## config.mk

```make
export PLATFORM = sky130hd
export DESIGN_NAME = cache_ctrl_fsm_flat
export DESIGN_NICKNAME = d
export VERILOG_FILES = /design/src/rtl/cache_ctrl_pkg.sv /design/src/rtl/cache_ctrl_fsm_if.sv /design/src/rtl/fill_pipe.sv /design/src/rtl/cache_ctrl_fsm.sv /design/src/flat_wrapper.sv
export SDC_FILE = /design/constraint.sdc
export NUM_CORES = 1
export LEC_CHECK = 0
export CAP_MARGIN = 10
export CORE_UTILIZATION = 48
export CTS_BUF_LIST = sky130_fd_sc_hd__clkbuf_16
export CTS_CLUSTER_DIAMETER = 200
export DETAILED_ROUTE_END_ITERATION = 10
export GPL_TIMING_DRIVEN = 0
export PLACE_DENSITY_LB_ADDON = 0.25
export SLEW_MARGIN = 20
export SYNTH_ARGS = -nofsm -noshare
export SYNTH_HDL_FRONTEND = slang
export SYNTH_SLANG_ARGS = --single-unit
```

## constraint.sdc

```tcl
create_clock -name clk -period 1.8 [get_ports clk]
set_input_delay 0.36 -clock clk [delete_from_list [all_inputs] [get_ports clk]]
set_output_delay 0.36 -clock clk [all_outputs]
set_load 0.05 [all_outputs]
```

## src/rtl/cache_ctrl_pkg.sv

```systemverilog
// Shared state encoding and width helpers for the
// write-back cache controller FSM.
package cache_ctrl_pkg;

  typedef enum logic [2:0] {
    IDLE,
    COMP_RD,
    COMP_WR,
    WB,
    WB_WAIT,
    ALLOC,
    FILL_DRAIN
  } state_e;

  localparam int unsigned DEF_WORDS   = 4;
  localparam int unsigned DEF_MEM_LAT = 2;

  function automatic int unsigned beat_w(
    input int unsigned words
  );
    return $clog2(words);
  endfunction

  function automatic int unsigned off_w(
    input int unsigned words
  );
    return beat_w(words) + 1;
  endfunction

  function automatic int unsigned lat_w(
    input int unsigned lat
  );
    return $clog2(lat + 1);
  endfunction

endpackage

```

## src/rtl/cache_ctrl_fsm_if.sv

```systemverilog
// Controller bundle: cache array, banked memory and status.
// master = controller, slave = surrounding mem_system.
interface cache_ctrl_fsm_if #(
  parameter int unsigned OFF_W = 3
);
  logic             rd_en;
  logic             wr_en;
  logic [OFF_W-1:0] req_offset;
  logic             hit;
  logic             dirty;
  logic             valid;
  logic             mem_busy;
  logic             comp;
  logic             write;
  logic             valid_in;
  logic             sel_data_cache;
  logic [OFF_W-1:0] cache_offset;
  logic             rd_mem;
  logic             wr_mem;
  logic             sel_tag_mem;
  logic [OFF_W-1:0] mem_offset;
  logic             done;
  logic             cache_hit;
  logic             stall;
  logic             err;

  modport master (
    input  rd_en, wr_en, req_offset,
    input  hit, dirty, valid, mem_busy,
    output comp, write, valid_in,
    output sel_data_cache, cache_offset,
    output rd_mem, wr_mem, sel_tag_mem,
    output mem_offset,
    output done, cache_hit, stall, err
  );

  modport slave (
    output rd_en, wr_en, req_offset,
    output hit, dirty, valid, mem_busy,
    input  comp, write, valid_in,
    input  sel_data_cache, cache_offset,
    input  rd_mem, wr_mem, sel_tag_mem,
    input  mem_offset,
    input  done, cache_hit, stall, err
  );
endinterface

```

## src/rtl/fill_pipe.sv

```systemverilog
// Tracks accepted memory read beats until their data
// returns LAT cycles later and is written into the cache.
module fill_pipe #(
  parameter int unsigned LAT   = 2,
  parameter int unsigned OFF_W = 3
) (
  input  logic             clk,
  input  logic             rst,
  input  logic             push_i,
  input  logic [OFF_W-1:0] offset_i,
  output logic             out_valid_o,
  output logic [OFF_W-1:0] out_offset_o,
  output logic             empty_o
);
  localparam logic [LAT-1:0] OUT_BIT =
    LAT'(1) << (LAT - 1);

  logic [LAT-1:0]   v_q;
  logic [OFF_W-1:0] off_q [LAT];

  always_ff @(posedge clk) begin
    if (rst) begin
      v_q <= '0;
      for (int k = 0; k < LAT; k++) off_q[k] <= '0;
    end else begin
      v_q[0]   <= push_i;
      off_q[0] <= offset_i;
      for (int k = 1; k < LAT; k++) begin
        v_q[k]   <= v_q[k-1];
        off_q[k] <= off_q[k-1];
      end
    end
  end

  assign out_valid_o  = v_q[LAT-1];
  assign out_offset_o = off_q[LAT-1];
  // Drained once nothing remains behind the output stage.
  assign empty_o = !push_i && ((v_q & ~OUT_BIT) == '0);
endmodule

```

## src/rtl/cache_ctrl_fsm.sv

```systemverilog
// Direct-mapped write-back cache controller with
// configurable line size, memory latency and back-pressure.
module cache_ctrl_fsm
  import cache_ctrl_pkg::*;
#(
  parameter int unsigned WORDS   = DEF_WORDS,
  parameter int unsigned MEM_LAT = DEF_MEM_LAT,
  parameter int unsigned OFF_W   = off_w(WORDS)
) (
  input logic              clk,
  input logic              rst,
  cache_ctrl_fsm_if.master bus
);
  localparam int unsigned BW = beat_w(WORDS);
  localparam int unsigned CW = lat_w(MEM_LAT);
  localparam logic [BW-1:0] LAST_BEAT = BW'(WORDS - 1);
  localparam logic [OFF_W-1:0] LAST_OFF =
    OFF_W'(2 * (WORDS - 1));

  state_e           state_q, state_d;
  logic [BW-1:0]    beat_q, beat_d;
  logic [CW-1:0]    wait_q, wait_d;
  logic [OFF_W-1:0] off_q, off_d;
  logic             is_wr_q, is_wr_d;
  logic             missed_q, missed_d;
  logic             push, fill_v, fill_empty;
  logic [OFF_W-1:0] fill_off, beat_off;

  assign beat_off = OFF_W'({beat_q, 1'b0});
  assign push = (state_q == ALLOC) && !bus.mem_busy;

  fill_pipe #(
    .LAT  (MEM_LAT),
    .OFF_W(OFF_W)
  ) u_fill (
    .clk         (clk),
    .rst         (rst),
    .push_i      (push),
    .offset_i    (beat_off),
    .out_valid_o (fill_v),
    .out_offset_o(fill_off),
    .empty_o     (fill_empty)
  );

  always_ff @(posedge clk) begin
    if (rst) begin
      state_q  <= IDLE;
      beat_q   <= '0;
      wait_q   <= '0;
      off_q    <= '0;
      is_wr_q  <= 1'b0;
      missed_q <= 1'b0;
    end else begin
      state_q  <= state_d;
      beat_q   <= beat_d;
      wait_q   <= wait_d;
      off_q    <= off_d;
      is_wr_q  <= is_wr_d;
      missed_q <= missed_d;
    end
  end

  always_comb begin
    state_d  = state_q;
    beat_d   = beat_q;
    wait_d   = wait_q;
    off_d    = off_q;
    is_wr_d  = is_wr_q;
    missed_d = missed_q;
    unique case (state_q)
      IDLE: begin
        off_d    = bus.req_offset;
        is_wr_d  = bus.wr_en;
        missed_d = 1'b0;
        if (bus.rd_en && !bus.wr_en) state_d = COMP_RD;
        else if (bus.wr_en && !bus.rd_en) state_d = COMP_WR;
      end
      COMP_RD, COMP_WR: begin
        if (bus.valid && bus.hit) begin
          state_d = IDLE;
        end else begin
          beat_d   = '0;
          missed_d = 1'b1;
          state_d  = (bus.valid && bus.dirty) ? WB : ALLOC;
        end
      end
      WB: begin
        if (!bus.mem_busy) begin
          beat_d = beat_q + 1'b1;
          if (beat_q == LAST_BEAT) begin
            state_d = WB_WAIT;
            wait_d  = CW'(MEM_LAT - 1);
          end
        end
      end
      WB_WAIT: begin
        if (wait_q == '0) begin
          state_d = ALLOC;
          beat_d  = '0;
        end else begin
          wait_d = wait_q - 1'b1;
        end
      end
      ALLOC: begin
        if (!bus.mem_busy) begin
          beat_d = beat_q + 1'b1;
          if (beat_q == LAST_BEAT) state_d = FILL_DRAIN;
        end
      end
      FILL_DRAIN: begin
        if (fill_empty) state_d = is_wr_q ? COMP_WR : COMP_RD;
      end
      default: state_d = IDLE;
    endcase
  end

  always_comb begin
    bus.comp           = 1'b0;
    bus.write          = 1'b0;
    bus.valid_in       = 1'b0;
    bus.sel_data_cache = 1'b0;
    bus.cache_offset   = '0;
    bus.rd_mem         = 1'b0;
    bus.wr_mem         = 1'b0;
    bus.sel_tag_mem    = 1'b0;
    bus.mem_offset     = '0;
    bus.done           = 1'b0;
    bus.cache_hit      = 1'b0;
    bus.err            = 1'b0;
    bus.stall          = (state_q != IDLE);
    unique case (state_q)
      IDLE: bus.err = bus.rd_en && bus.wr_en;
      COMP_RD, COMP_WR: begin
        bus.comp         = 1'b1;
        bus.write        = (state_q == COMP_WR);
        bus.cache_offset = off_q;
        if (bus.valid && bus.hit) begin
          bus.done      = 1'b1;
          bus.cache_hit = !missed_q;
        end
      end
      WB: begin
        bus.wr_mem       = 1'b1;
        bus.sel_tag_mem  = 1'b1;
        bus.mem_offset   = beat_off;
        bus.cache_offset = beat_off;
      end
      ALLOC: begin
        bus.rd_mem     = 1'b1;
        bus.mem_offset = beat_off;
      end
      WB_WAIT, FILL_DRAIN: begin
      end
      default: bus.err = 1'b1;
    endcase
    // Returning fill data owns the cache write port.
    if (fill_v) begin
      bus.write          = 1'b1;
      bus.sel_data_cache = 1'b1;
      bus.cache_offset   = fill_off;
      bus.valid_in       = (fill_off == LAST_OFF);
    end
  end
endmodule

```

## src/flat_wrapper.sv

```systemverilog
// flat-port wrapper written by rule: the top's interface ports become plain ports
module cache_ctrl_fsm_flat import cache_ctrl_pkg::*;
#(
  parameter int unsigned WORDS   = DEF_WORDS,
  parameter int unsigned MEM_LAT = DEF_MEM_LAT,
  parameter int unsigned OFF_W   = off_w(WORDS)
)
  (clk, rst, bus_rd_en, bus_wr_en, bus_req_offset, bus_hit, bus_dirty, bus_valid, bus_mem_busy, bus_comp, bus_write, bus_valid_in, bus_sel_data_cache, bus_cache_offset, bus_rd_mem, bus_wr_mem, bus_sel_tag_mem, bus_mem_offset, bus_done, bus_cache_hit, bus_stall, bus_err);
  cache_ctrl_fsm_if #(.OFF_W(OFF_W)) bus_i ();
  input logic clk;
  input logic rst;
  input wire logic [$bits(bus_i.rd_en)-1:0] bus_rd_en;
  input wire logic [$bits(bus_i.wr_en)-1:0] bus_wr_en;
  input wire logic [$bits(bus_i.req_offset)-1:0] bus_req_offset;
  input wire logic [$bits(bus_i.hit)-1:0] bus_hit;
  input wire logic [$bits(bus_i.dirty)-1:0] bus_dirty;
  input wire logic [$bits(bus_i.valid)-1:0] bus_valid;
  input wire logic [$bits(bus_i.mem_busy)-1:0] bus_mem_busy;
  output wire logic [$bits(bus_i.comp)-1:0] bus_comp;
  output wire logic [$bits(bus_i.write)-1:0] bus_write;
  output wire logic [$bits(bus_i.valid_in)-1:0] bus_valid_in;
  output wire logic [$bits(bus_i.sel_data_cache)-1:0] bus_sel_data_cache;
  output wire logic [$bits(bus_i.cache_offset)-1:0] bus_cache_offset;
  output wire logic [$bits(bus_i.rd_mem)-1:0] bus_rd_mem;
  output wire logic [$bits(bus_i.wr_mem)-1:0] bus_wr_mem;
  output wire logic [$bits(bus_i.sel_tag_mem)-1:0] bus_sel_tag_mem;
  output wire logic [$bits(bus_i.mem_offset)-1:0] bus_mem_offset;
  output wire logic [$bits(bus_i.done)-1:0] bus_done;
  output wire logic [$bits(bus_i.cache_hit)-1:0] bus_cache_hit;
  output wire logic [$bits(bus_i.stall)-1:0] bus_stall;
  output wire logic [$bits(bus_i.err)-1:0] bus_err;
  assign bus_i.rd_en = bus_rd_en;
  assign bus_i.wr_en = bus_wr_en;
  assign bus_i.req_offset = bus_req_offset;
  assign bus_i.hit = bus_hit;
  assign bus_i.dirty = bus_dirty;
  assign bus_i.valid = bus_valid;
  assign bus_i.mem_busy = bus_mem_busy;
  assign bus_comp = bus_i.comp;
  assign bus_write = bus_i.write;
  assign bus_valid_in = bus_i.valid_in;
  assign bus_sel_data_cache = bus_i.sel_data_cache;
  assign bus_cache_offset = bus_i.cache_offset;
  assign bus_rd_mem = bus_i.rd_mem;
  assign bus_wr_mem = bus_i.wr_mem;
  assign bus_sel_tag_mem = bus_i.sel_tag_mem;
  assign bus_mem_offset = bus_i.mem_offset;
  assign bus_done = bus_i.done;
  assign bus_cache_hit = bus_i.cache_hit;
  assign bus_stall = bus_i.stall;
  assign bus_err = bus_i.err;
  cache_ctrl_fsm #(.WORDS(WORDS), .MEM_LAT(MEM_LAT), .OFF_W(OFF_W)) u_core (.clk(clk), .rst(rst), .bus(bus_i));
endmodule
```

==> impl_metrics.json <==
{
  "root_buffer": "clkbuf_16",
  "crit_top_cell": "buf_6",
  "use_met3": 0.0340,
  "ctsHtreeMaxLevel": 1,
  "rows": 16,
  "cts_sinks": 18,
  "cts_buffers": 3,
  "synth_top_family_by_area": "simple AND/OR/NAND/NOR gates",
  "synth_area_sq_um": 1090,
  "portBuffers": 25,
  "die_y_um": 49.6,
  "core_sq_um": 2040,
  "antenna_cells": 0,
  "area_growth_pct": 53.3,
  "rrSetupSlack_ns": 0.09,
  "met2_usage": 0.486,
  "dp_hpwl_um": 2030,
  "overflow": 0,
  "cp-end-kind": "primary output",
  "first_pass_iters": 4,
  "status": "complete, but fails checks",
  "nets": 190,
  "dieArea_sq_um": 2460,
  "grt_max_degree": 11,
  "worstReg2RegEnd": "u_core.beat_q[0]",
  "synth_top_cell_by_area": "dfxtp_1",
  "regArea_sq_um": 365,
  "grt_pass1_vias": 1140,
  "critPathKind": "reg2out",
  "ys_ff_latch": 18,
  "dp_slack_ns": -0.585,
  "drv_slew": 0,
  "syn_nets": 147,
  "fin_setup_tns_ns": -0.251,
  "yosys.area_share.adder": 0.0230,
  "cp_num_cells": 7,
  "hold_class": "reg2reg",
  "ios": 28,
  "synth.area.mux_share": 0.0241,
  "hold_viol": 0,
  "cts_hold_repair.buffers": 0,
  "fillCellCount": 130,
  "startpoint": "u_core.state_q[1]",
  "antenna_found_initial": 0,
  "final.setup.worst_slack_ns": -0.117,
  "dpl.cell_count": 186,
  "routed_via_density": 5.85,
  "ys_top_cells_by_area": "dfxtp_1, nand2_1, nor2b_1",
  "max_cap_violations": 0,
  "crit_buf_inv": 3,
  "yosys.area_share.simple": 0.313,
  "multiInputGateArea_sq_um": 741,
  "synth_warnings": 0,
  "endpoint": "bus_cache_offset[2]",
  "yosysUniqueCellTypes": 42,
  "synth_top_area_frac": 0.331,
  "synth_cells": 134,
  "p_total_uw": 2890,
  "tightest_slew_ns": 0.529,
  "ys.flop_type": "dfxtp_1",
  "path_delay_family": "compound AO/OA/AOI/OAI gates",
  "whs_ns": 0.439,
  "ys_seq_area_frac": 0.331,
  "slowest_stage": "dfxtp_2",
  "cts_tree": "built",
  "crit_fanout": 5,
  "required_ns": 1.44,
  "violations": "setup timing",
  "powerDensity_nw_per_um2": 1730,
  "rr_worst_depth": 7,
  "regToRegStartpoint": "u_core.state_q[1]",
  "clk_path_buf_depth": 2,
  "clk_latency_ns": 0.25,
  "wirelength_um": 3410,
  "wire_per_inst_um": 16.8,
  "dr_total_vias": 1187,
  "syn_avg_cell_area_sq_um": 8.12,
  "setup_viol": 4,
  "worstSetupStartpointType": "register",
  "route.detailed.drc": 0,
  "clk_pin_slew_worst_paths_ns": 0.05,
  "min_period_ns": 1.92,
  "finalCritPeriodShare": 1.06,
  "grt.total_usage": 0.279,
  "ant_nets": 0,
  "vdd_ir_drop_max_mv": 1.02,
  "max_freq_ghz": 0.522,
  "synth_xor_area_frac": 0.00805,
  "final_cells": 203,
  "drive_gt1_frac": 0.375,
  "fin_worst_skew_ns": 0.00144,
  "die_width_um": 49.6,
  "rsz0062_at_grt": "yes",
  "async_flop_share": 0,
  "initial_core_util": 0.533,
  "crit_path_max_incr_delay_ns": 0.32,
  "grt_most_used_layer": "met2",
  "drt-initial-drc-count": 58,
  "cp_cell_sequence": "buf_6, nand2b_4, a21o_4, inv_4, a22oi_2, o21ai_4, buf_6",
  "use_met1": 0.343,
  "place.gp.congestion": 0.947,
  "power.leakage_uw": 0.000697,
  "synth_edf_count": 0,
  "crit_arrival_ns": 1.56,
  "synth_compound_area_frac": 0.208,
  "slew_headroom": 0.647,
  "grt_first_pass_wirelength_um": 5160
}
-- synthesized netlist by cell type (2+ instances only) --
library cell and count:
a21o_1 2, a21oi_1 10, a221oi_1 2, a22oi_1 2, and2_1 3, and3b_1 2, buf_4 4, buf_6 3
clkbuf_1 2, dfxtp_1 18, ha_1 2, inv_1 6, nand2_1 16, nand2b_1 4, nand3_1 2, nand3b_1 2
nor2_1 9, nor2b_1 9, nor3_1 2, nor3b_1 3, o21a_1 2, o21ai_0 6, o21ai_1 4
-- report_power, final --
group | internal, uW | total (uW) | switching (uW)
combinational | 808 | 1890 | 1080
sequential | 487 | 551 | 64.2
clock | 296 | 453 | 157
-- state kept, by name, summed over array words and instances, names as in the netlist --
register / flops
u_core.beat_q: 2
u_core.is_wr_q: 1
u_core.missed_q: 1
u_core.off_q: 3
u_core.state_q: 3
u_core.u_fill.off_q: 4
u_core.u_fill.v_q: 2
u_core.wait_q: 2
-- worst min-delay path by stage --
stage	from	to	slack (ns)	cells past startpoint
6_report	u_core.u_fill.off_q[0][2]	u_core.u_fill.off_q[0][5]	0.44	1
5_1_grt	u_core.u_fill.off_q[0][2]	u_core.u_fill.off_q[0][5]	0.46	1
4_1_cts	rst	u_core.u_fill.off_q[0][5]	0.45	2
3_5_place_dp	u_core.u_fill.off_q[0][2]	u_core.u_fill.off_q[0][5]	0.43	1
3_3_place_gp	u_core.u_fill.off_q[0][1]	u_core.u_fill.off_q[0][4]	0.42	1
2_1_floorplan	u_core.u_fill.off_q[0][1]	u_core.u_fill.off_q[0][4]	0.41	1
-- per-layer routing --
metal / wire, um / vias to the layer above
met5: 0 / -
met4: 96 / 0
met3: 225 / 13
met2: 1690 / 58
met1: 1390 / 573
li1: - / 543
-- cell type report --
cell class	count	area share
tap	27	0.0202
inverter	7	0.0172
buffer	9	0.0450
clock buffer	3	0.0450
sequential	18	0.219
clock inverter	1	0.00225
multi-input combinational	100	0.444
timing repair buffer	38	0.208
-- placed cells by master (no fill, tap or decap), types with 3 or more instances in the layout --
master / instances
nor2_1: 8
buf_2: 6
a21oi_1: 10
buf_4: 13
clkdlybuf4s50_1: 9
nor2b_1: 8
inv_1: 6
o21ai_0: 5
dfxtp_2: 4
buf_6: 13
nand2_1: 15
dfxtp_1: 14
clkbuf_16: 3
nand2b_1: 3
o21ai_4: 3
-- logic make-up after synthesis --
logic type / after synthesis
other: 1
muxes: 2
DFF: 18
AOI/OAI and AO/OA: 35
buffers and inverters: 16
xor gates and xnor gates: 1
and+or+nand+nor: 59
adders and majority gates: 2
-- metrics by stage --
stage | util | area [sq um]
2_1_floorplan | - | 1150
3_3_place_gp | 0.702 | 1430
3_5_place_dp | 0.702 | 1430
4_1_cts | 0.767 | 1570
5_1_grt | 0.817 | 1670
6_report | 0.817 | 1670
-- what timing repair did --
item	in CTS	in global routing
endpoints found under the hold margin	0	0
buffers inserted	7	5
gates resized for setup	90	22
cloned	1	0
setup endpoints to repair	16	12
pin swaps	5	2
(Power assumes the default switching activity.)
